==> src/rtl/mult_pkg.sv <==
// Shared types and default sizes for the mult_8 downstream accumulator stage.
package mult_pkg;

    // Two-state sequence control: accumulating terms, or presenting a result
    typedef enum logic [0:0] {
        ACCUM = 1'b0,
        HOLD  = 1'b1
    } state_t;

    localparam int MULT_ACC_W = 24;
    localparam int MULT_CNT_W = 8;

endpackage : mult_pkg

==> src/rtl/mult_acc_if.sv <==
// Product-beat input channel and valid/ready result channel of mult_acc.
interface mult_acc_if
    import mult_pkg::*;
#(
    parameter int ACC_W = MULT_ACC_W,
    parameter int CNT_W = MULT_CNT_W
) ();

    logic             in_valid;
    logic             in_ready;
    logic [7:0]       prod_lo;
    logic [7:0]       prod_hi;
    logic             in_last;
    logic             clear;
    logic             out_valid;
    logic             out_ready;
    logic [ACC_W-1:0] acc_out;
    logic [CNT_W-1:0] term_cnt;
    logic             ovf;

    // Producer of beats and consumer of results
    modport master (
        output in_valid, prod_lo, prod_hi, in_last, clear, out_ready,
        input  in_ready, out_valid, acc_out, term_cnt, ovf
    );

    // The accumulator stage itself
    modport slave (
        input  in_valid, prod_lo, prod_hi, in_last, clear, out_ready,
        output in_ready, out_valid, acc_out, term_cnt, ovf
    );

endinterface : mult_acc_if

==> src/rtl/sat_add.sv <==
// W-bit unsigned adder with carry out; optionally clamps to all-ones on carry.
module sat_add #(
    parameter int W   = 24,
    parameter bit SAT = 1'b1
) (
    input  logic [W-1:0] i_a,
    input  logic [W-1:0] i_b,
    output logic [W-1:0] o_sum,
    output logic         o_carry
);

    logic [W:0] w_full;

    assign w_full  = {1'b0, i_a} + {1'b0, i_b};
    assign o_carry = w_full[W];
    assign o_sum   = (SAT && o_carry) ? '1 : w_full[W-1:0];

endmodule : sat_add

==> src/rtl/mult_acc.sv <==
// Accumulates 16-bit products into a wide sum, closes on in_last and
// presents sum/term count/overflow until the consumer takes it.
module mult_acc
    import mult_pkg::*;
#(
    parameter int ACC_W = MULT_ACC_W,
    parameter int CNT_W = MULT_CNT_W,
    parameter bit SAT   = 1'b1
) (
    input  logic        clk,
    input  logic        reset,
    mult_acc_if.slave   bus
);

    state_t             r_state, w_state_nxt;
    logic [ACC_W-1:0]   r_acc, w_acc_nxt;
    logic [CNT_W-1:0]   r_cnt, w_cnt_nxt;
    logic               r_ovf, w_ovf_nxt;

    logic [ACC_W-1:0]   w_prod;
    logic [ACC_W-1:0]   w_acc_base;
    logic [CNT_W-1:0]   w_cnt_base;
    logic               w_ovf_base;
    logic [ACC_W-1:0]   w_sum;
    logic               w_carry;
    logic               w_accept;

    assign w_prod   = {{(ACC_W-16){1'b0}}, bus.prod_hi, bus.prod_lo};
    assign w_accept = bus.in_valid && (r_state == ACCUM);

    // A clear arriving with a beat restarts the sequence from that beat,
    // so the adder operand and the sticky bits fall back to zero first.
    assign w_acc_base = bus.clear ? '0   : r_acc;
    assign w_cnt_base = bus.clear ? '0   : r_cnt;
    assign w_ovf_base = bus.clear ? 1'b0 : r_ovf;

    sat_add #(
        .W   (ACC_W),
        .SAT (SAT)
    ) u_sat_add (
        .i_a     (w_acc_base),
        .i_b     (w_prod),
        .o_sum   (w_sum),
        .o_carry (w_carry)
    );

    // Next-state, next-register values and handshake outputs
    always_comb begin
        w_state_nxt   = r_state;
        w_acc_nxt     = r_acc;
        w_cnt_nxt     = r_cnt;
        w_ovf_nxt     = r_ovf;
        bus.in_ready  = 1'b0;
        bus.out_valid = 1'b0;
        case (r_state)
            ACCUM: begin
                bus.in_ready = 1'b1;
                if (w_accept) begin
                    w_acc_nxt = w_sum;
                    w_ovf_nxt = w_ovf_base | w_carry;
                    w_cnt_nxt = (w_cnt_base == '1) ? w_cnt_base
                                                   : w_cnt_base + {{(CNT_W-1){1'b0}}, 1'b1};
                    if (bus.in_last) begin
                        w_state_nxt = HOLD;
                    end
                end else if (bus.clear) begin
                    w_acc_nxt = '0;
                    w_cnt_nxt = '0;
                    w_ovf_nxt = 1'b0;
                end
            end
            HOLD: begin
                bus.out_valid = 1'b1;
                if (bus.out_ready) begin
                    w_acc_nxt   = '0;
                    w_cnt_nxt   = '0;
                    w_ovf_nxt   = 1'b0;
                    w_state_nxt = ACCUM;
                end
            end
            default: begin
                w_state_nxt = ACCUM;
            end
        endcase
    end

    // State and accumulator registers
    always_ff @(posedge clk or negedge reset) begin
        if (!reset) begin
            r_state <= ACCUM;
            r_acc   <= '0;
            r_cnt   <= '0;
            r_ovf   <= 1'b0;
        end else begin
            r_state <= w_state_nxt;
            r_acc   <= w_acc_nxt;
            r_cnt   <= w_cnt_nxt;
            r_ovf   <= w_ovf_nxt;
        end
    end

    assign bus.acc_out  = r_acc;
    assign bus.term_cnt = r_cnt;
    assign bus.ovf      = r_ovf;

endmodule : mult_acc

==> src/flat_wrapper.sv <==
// flat-port wrapper written by rule: the top's interface ports become plain ports
module mult_acc_flat import mult_pkg::*;
#(
    parameter int ACC_W = MULT_ACC_W,
    parameter int CNT_W = MULT_CNT_W,
    parameter bit SAT   = 1'b1
)
  (clk, reset, bus_in_valid, bus_prod_lo, bus_prod_hi, bus_in_last, bus_clear, bus_out_ready, bus_in_ready, bus_out_valid, bus_acc_out, bus_term_cnt, bus_ovf);
  mult_acc_if #(.ACC_W(ACC_W), .CNT_W(CNT_W)) bus_i ();
  input  logic clk;
  input  logic reset;
  input wire logic [$bits(bus_i.in_valid)-1:0] bus_in_valid;
  input wire logic [$bits(bus_i.prod_lo)-1:0] bus_prod_lo;
  input wire logic [$bits(bus_i.prod_hi)-1:0] bus_prod_hi;
  input wire logic [$bits(bus_i.in_last)-1:0] bus_in_last;
  input wire logic [$bits(bus_i.clear)-1:0] bus_clear;
  input wire logic [$bits(bus_i.out_ready)-1:0] bus_out_ready;
  output wire logic [$bits(bus_i.in_ready)-1:0] bus_in_ready;
  output wire logic [$bits(bus_i.out_valid)-1:0] bus_out_valid;
  output wire logic [$bits(bus_i.acc_out)-1:0] bus_acc_out;
  output wire logic [$bits(bus_i.term_cnt)-1:0] bus_term_cnt;
  output wire logic [$bits(bus_i.ovf)-1:0] bus_ovf;
  assign bus_i.in_valid = bus_in_valid;
  assign bus_i.prod_lo = bus_prod_lo;
  assign bus_i.prod_hi = bus_prod_hi;
  assign bus_i.in_last = bus_in_last;
  assign bus_i.clear = bus_clear;
  assign bus_i.out_ready = bus_out_ready;
  assign bus_in_ready = bus_i.in_ready;
  assign bus_out_valid = bus_i.out_valid;
  assign bus_acc_out = bus_i.acc_out;
  assign bus_term_cnt = bus_i.term_cnt;
  assign bus_ovf = bus_i.ovf;
  mult_acc #(.ACC_W(ACC_W), .CNT_W(CNT_W), .SAT(SAT)) u_core (.clk(clk), .reset(reset), .bus(bus_i));
endmodule
==> config.mk <==
export PLATFORM = sky130hd
export DESIGN_NAME = mult_acc_flat
export DESIGN_NICKNAME = d
export VERILOG_FILES = /design/src/rtl/mult_pkg.sv /design/src/rtl/mult_acc_if.sv /design/src/rtl/sat_add.sv /design/src/rtl/mult_acc.sv /design/src/flat_wrapper.sv
export SDC_FILE = /design/constraint.sdc
export NUM_CORES = 1
export LEC_CHECK = 0
export CORE_UTILIZATION = 49
export CTS_BUF_LIST = sky130_fd_sc_hd__clkbuf_2
export DETAILED_ROUTE_END_ITERATION = 8
export PLACE_DENSITY = 0.75
export SETUP_SLACK_MARGIN = 0.3
export SKIP_CTS_REPAIR_TIMING = 1
export SLEW_MARGIN = 10
export SYNTH_ARGS = -nofsm -noshare
export SYNTH_HDL_FRONTEND = slang
export SYNTH_HIERARCHICAL = 1
export SYNTH_SLANG_ARGS = --single-unit
==> constraint.sdc <==
create_clock -name clk -period 6.3 [get_ports clk]
set_clock_uncertainty 0.15 [all_clocks]
set_input_delay 1.26 -clock clk [delete_from_list [all_inputs] [get_ports clk]]
set_output_delay 1.26 -clock clk [all_outputs]
set_load 0.01 [all_outputs]
==> results.md, run 1 <==
- Row count: 29
- Vias in the first global route: 2899
- CORE AREA: 0.00642 sq mm
- Top cell types by occurrence after synthesis: 44 x nand2_1, 34 x a21oi_1, 34 x dfrtp_1
- Pin count of the biggest net entering global routing: 35
- Headroom to the max-slew limit: 0.242
- DR vias: 3117
- # clock sinks: 34
- Fill cells: 583
- GRT overflow: 0
- Worst reg2reg startpoint: u_core/bus.acc_out[0]$_DFFE_PN0P_
- Final #Nets: 484
- Diodes inserted: 0
- Clk_lat worst skew: 0.38 ns
- H-tree depth: 2
- Synth area leader: dfrtp_1
- Die Ht: 83.9 um
- Max cap viols: 0
- Setup_tns: 0 ns
- Die area: 0.00703 sq mm
- Post-route clock period utilization: 0.675
- Cells after DPL: 506
- TritonCTS Buffers: 5
- Post-Syn Area: 0.00328 sq mm
- Post-synthesis compound-gate area fraction: 0.304
- Gpl congestion: 0.902
- DP Worst Slack: 1.67 ns
- HP Class: reg2reg
- Layout area overhead: 19.0%
- Post-Synthesis Cells: 380
- Tot Pwr: 902 uW
- Yosys cell types: 67
- Flops & latches, synth: 34
- Synth Area in XOR/XNOR: 0.0320
- Post-DP HPWL: 6030 um
- Power Dens Cells: 231 mW/mm^2
- Hold path endpoint: u_core/bus.acc_out[14]$_DFFE_PN0P_
- Post-synth top flop: dfrtp_1
- Final setup viols: 0
- Layout cell share with drive strength beyond 1: 0.0803
- Setup crit end kind: flop
- IO buf count: 56
- Worst setup path class: in2reg
- Initial antenna violation count: 0
- DR DRC count: 2
- Crit path launch type: primary input
- Flop2flop setup slack: 3.11 ns
- Final hold violations: 0
- Placed Area: 0.00387 sq mm
- Min cycle time layout: 4.25 ns
- Share of the synthesized area in the top cell type: 0.259
- Non-filler cells, final: 513
- Outcome: complete, but fails checks
- Lkg Pwr: 1.68 nW
- Initial DRC count: 188
- Synth Area in Simple Gates: 0.244
- Longest Clk Path Bufs: 2
- Vias/cell: 6.08
- WP data arrival: 4.38 ns
- Synth Area in Adders: 0.101
- Mapped Avg Cell Area: 8.64 sq um
- Crit-path max FO: 29
- Largest family of logic cells by synthesized area: compound AO/OA/AOI/OAI gates
- Sequential area share after synthesis: 0.259
- Top post-synthesis cells by area: dfrtp_1 26%, ha_1 9.5%, a22o_1 6.9%
- Async set-reset flop share out of synthesis: 1.00
- First-pass GRT wire length: 13800 um
- R2r endpoint: u_core/bus.acc_out[21]$_DFFE_PN0P_
- Failing checks: design-rule violations
- Max VDD drop: 0.110 mV
- Yosys warns: 6
- Routed Antenna Nets: 0
- I/O pin cnt: 57
- Clock root cell: clkbuf_2
- Most frequent cell after synthesis: nand2_1
- Post-synthesis mux area share: 0.0160
- Drt pass-1 iters: 8
- Hold Path Stages: 1
- Fin. max-slew vios: 0
- Clock slew at reported path FFs: 0.18 ns
- Final wirelength: 8250 um
- Fmax: 235 MHz
- Die width: 83.9 um
- Starting density of the core: 0.511
- Worst reg-to-reg path cell count: 11
- WL/cell: 16.1 um
- Setup ws final: 2.05 ns
- Post-route cell area: 0.00391 sq mm
- Worst EP required: 6.42 ns
- Slew at the pin closest to its max-slew limit: 1.14 ns
- CTS tree: yes
- RSZ-0062 raised after global routing: no
- Worst Hold Launch: u_core/bus.acc_out[14]$_DFFE_PN0P_
- Tot GR Track Use: 0.241
- EDFF count, synth: 0
==> critical path, cell delays in order <==
cell	delay [ns]
clkdlybuf4s50_1	0.56
buf_4	0.34
nor2b_1	0.10
ha_1	0.44
a21oi_4	0.22
o211ai_2	0.16
a21oi_2	0.29
o211a_4	0.39
inv_4	0.08
nor4_2	0.25
nor2_1	0.06
a22o_1	0.20
==> cell usage in the layout (no fill, tap or decap), types with 18 or more instances in the layout <==
master           count
nand2_1             44
a21oi_1             34
o21ai_0             18
a22o_1              26
ha_1                25
nor2_1              18
dfrtp_1             34
clkdlybuf4s50_1     56
nor2b_1             29
==> final cells by class <==
cell class | instances | area, sq um | share of cell area
clock buffer | 7 | 35.0 | 0.00897
inverter | 8 | 32.5 | 0.00833
timing repair buffer | 58 | 576 | 0.147
sequential | 34 | 851 | 0.218
tap | 77 | 96.3 | 0.0247
multi-input combinational | 329 | 2320 | 0.593
==> state kept, by name, indices dropped and copies added (netlist names) <==
signal               cells
u_core/bus.acc_out      24
u_core/bus.ovf           1
u_core/bus.term_cnt      8
u_core/r_state           1
==> per-stage QoR <==
stage                     utilization  hold WS (ns)
after floorplan                     -         0.380
after global placement          0.603         0.350
after detailed placement        0.603         0.355
after CTS                       0.608         0.395
after global routing            0.608         0.418
final                           0.608         0.392
==> worst max path at each step <==
stage / start / end / slack [ns] / cells past startpoint
after floorplan: bus_clear / u_core/bus.acc_out[15]$_DFFE_PN0P_ / 2.35 / 12
after global placement: bus_clear / u_core/bus.acc_out[15]$_DFFE_PN0P_ / 1.81 / 12
after detailed placement: bus_clear / u_core/bus.acc_out[21]$_DFFE_PN0P_ / 1.67 / 12
after CTS: bus_clear / u_core/bus.acc_out[21]$_DFFE_PN0P_ / 2.10 / 12
after global routing: bus_clear / u_core/bus.acc_out[15]$_DFFE_PN0P_ / 1.89 / 12
final: bus_clear / u_core/bus.acc_out[21]$_DFFE_PN0P_ / 2.05 / 12
==> power breakdown <==
part	leakage (nW)	internal (mW)	switching, mW
sequential	0.443	0.260	0.0399
combinational	1.21	0.246	0.253
clock	0.0291	0.0290	0.0747
==> per-layer routing <==
layer,vias up,part of all wire,track usage
li1,1525,-,-
met1,1497,0.50,0.355
met2,87,0.44,0.365
met3,8,0.044,0.0346
met4,0,0.010,0.0674
met5,-,0,0
==> cell families (layout without fill, tap and decap cells) <==
| kind of cell | after synthesis | after routing |
|---|---|---|
| muxes | 5 | 5 |
| and+or+nand+nor | 145 | 145 |
| other | 1 | 8 |
| AOI/OAI and AO/OA | 133 | 133 |
| xor gates and xnor gates | 12 | 12 |
| buffers and inverters | 24 | 73 |
| DFF | 34 | 34 |
| adders and majority gates | 26 | 26 |
Note: power is estimated with default switching activity, not from simulation.
==> run 2: changes to the inputs <==
Clock period 6.3 ns to 4.3 ns, I/O delays scaled along.
==> results.md, run 2 (synthesized netlist as in run 1, its figures left out) <==
- H-tree depth: 2
- Flop2flop setup slack: 1.19 ns
- DR vias: 3168
- Worst reg-to-reg path cell count: 11
- I/O pin cnt: 57
- Layout cell share with drive strength beyond 1: 0.0843
- Setup crit end kind: flop
- Starting density of the core: 0.511
- Post-route clock period utilization: 0.841
- CORE AREA: 0.00642 sq mm
- Clock network fraction of total power: 0.115
- Psw: 554 uW
- WP data arrival: 3.76 ns
- # clock sinks: 34
- Routed Antenna Nets: 0
- Pin count of the biggest net entering global routing: 35
- Worst reg2reg startpoint: u_core/bus.acc_out[0]$_DFFE_PN0P_
- Final hold violations: 0
- R2r endpoint: u_core/bus.acc_out[21]$_DFFE_PN0P_
- GRT overflow: 0
- Internal power: 784 uW
- Most common cell after layout, fill and taps aside: clkdlybuf4s50_1
- Net Sw Frac: 0.414
- Layout area overhead: 19.6%
- Final #Nets: 486
- Tot Pwr: 1.34 mW
- RSZ-0062 raised after global routing: no
- Crit-path max FO: 13
- Clock slew at reported path FFs: 0.17 ns
- Max VDD drop: 0.165 mV
- Lkg Pwr: 1.69 nW
- Final hold slack: 0.393 ns
- WL/cell: 16.7 um
- IO buf count: 56
- Fmax: 277 MHz
- Core Util, Final: 0.611
- Final wirelength: 8630 um
- Gpl congestion: 0.959
- Max FFs per register: 24
- CTS tree: yes
- Worst setup path class: in2reg
- Tot GR Track Use: 0.253
- Crit path launch type: primary input
- Die Ht: 83.9 um
- Setup_tns: 0 ns
- Diodes inserted: 0
- Row count: 29
- Headroom to the max-slew limit: 0.257
- Initial antenna violation count: 0
- Power Dens Cells: 341 mW/mm^2
- First-pass GRT wire length: 14600 um
- Longest Clk Path Bufs: 2
- Clock root cell: clkbuf_2
- Final setup viols: 0
- HP Class: reg2reg
- Flop pwr share: 0.328
- Most frequent cells in the layout: 56 x clkdlybuf4s50_1, 44 x nand2_1, 34 x a21oi_1, 34 x dfrtp_1, 29 x nor2b_1
- Outcome: complete, but fails checks
- Die area: 0.00703 sq mm
- Worst EP required: 4.44 ns
- Vias in the first global route: 3104
- DR DRC count: 4
- Min cycle time layout: 3.61 ns
- Setup crit start: bus_clear
- TritonCTS Buffers: 5
- Crit path capture: u_core/bus.acc_out[15]$_DFFE_PN0P_
- Max cap viols: 0
- Die width: 83.9 um
- Vias/cell: 6.14
- Fin. max-slew vios: 0
- Initial DRC count: 227
- Post-DP HPWL: 6300 um
- Clk_lat worst skew: 0.39 ns
- Slew at the pin closest to its max-slew limit: 1.11 ns
- Failing checks: design-rule violations
- Drt pass-1 iters: 7
- Combinational power share: 0.556
[run 2: cell count changes in the layout (fill, tap and decap cells not counted), sizes merged]
cell / before / now
clkbuf: 7 / 6
clkinv: 0 / 2
buf: 2 / 4
[run 2: layout make-up]
type                            instances  area [sq um]
Fill cell                             602          2500
Clock buffer                            6          30.0
Sequential cell                        34           851
Inverter                                8          32.5
Timing Repair Buffer                   60           591
Tap cell                               77          96.3
Multi-Input combinational cell        329          2320
Clock inverter                          2          8.76
[run 2: layer usage]
layer | share of wire | vias up | GRT usage | routed length [um]
li1 | - | 1527 | - | -
met1 | 0.47 | 1521 | 0.353 | 4100
met2 | 0.46 | 112 | 0.415 | 3980
met3 | 0.053 | 8 | 0.0346 | 460
met4 | 0.011 | 0 | 0.0596 | 95
met5 | 0 | - | 0 | 0
[run 2: worst min-delay path by stage]
| stage | from | to | slack, ns | cells past startpoint |
|---|---|---|---|---|
| 6_report | u_core/bus.acc_out[17]$_DFFE_PN0P_ | u_core/bus.acc_out[17]$_DFFE_PN0P_ | 0.39 | 1 |
| 5_1_grt | u_core/bus.acc_out[2]$_DFFE_PN0P_ | u_core/bus.acc_out[2]$_DFFE_PN0P_ | 0.42 | 1 |
| 4_1_cts | u_core/bus.acc_out[16]$_DFFE_PN0P_ | u_core/bus.acc_out[16]$_DFFE_PN0P_ | 0.40 | 1 |
| 3_5_place_dp | u_core/bus.acc_out[5]$_DFFE_PN0P_ | u_core/bus.acc_out[5]$_DFFE_PN0P_ | 0.35 | 1 |
| 3_3_place_gp | u_core/bus.acc_out[8]$_DFFE_PN0P_ | u_core/bus.acc_out[8]$_DFFE_PN0P_ | 0.35 | 1 |
| 2_1_floorplan | u_core/bus.ovf$_DFFE_PN0P_ | u_core/bus.ovf$_DFFE_PN0P_ | 0.38 | 2 |
[run 2: metrics by stage]
step / cells / setup slack [ns] / area, sq um
6_report: 516 / 0.685 / 3930
5_1_grt: 516 / 0.489 / 3930
4_1_cts: 516 / 0.711 / 3930
3_5_place_dp: 508 / 0.299 / 3890
3_3_place_gp: 508 / 0.281 / 3890
2_1_floorplan: 387 / 0.751 / 3310
[run 2: power by group through the flow]
stage | registers, mW | clock network, mW | logic [mW]
3_3_place_gp | 0.443 | 0 | 0.721
2_1_floorplan | 0.459 | 0 | 0.471
6_report | 0.439 | 0.154 | 0.744
3_5_place_dp | 0.446 | 0 | 0.730
4_1_cts | 0.440 | 0.160 | 0.734
5_1_grt | 0.449 | 0.172 | 0.811
[run 2: worst max-delay path: stages]
cell             delay, ns
clkdlybuf4s50_1       0.52
buf_4                 0.22
nor2b_1               0.07
ha_1                  0.47
nand4_1               0.21
o22a_1                0.28
and2_1                0.22
a211oi_1              0.45
o211a_1               0.20
nor2_1                0.04
a22o_1                0.20
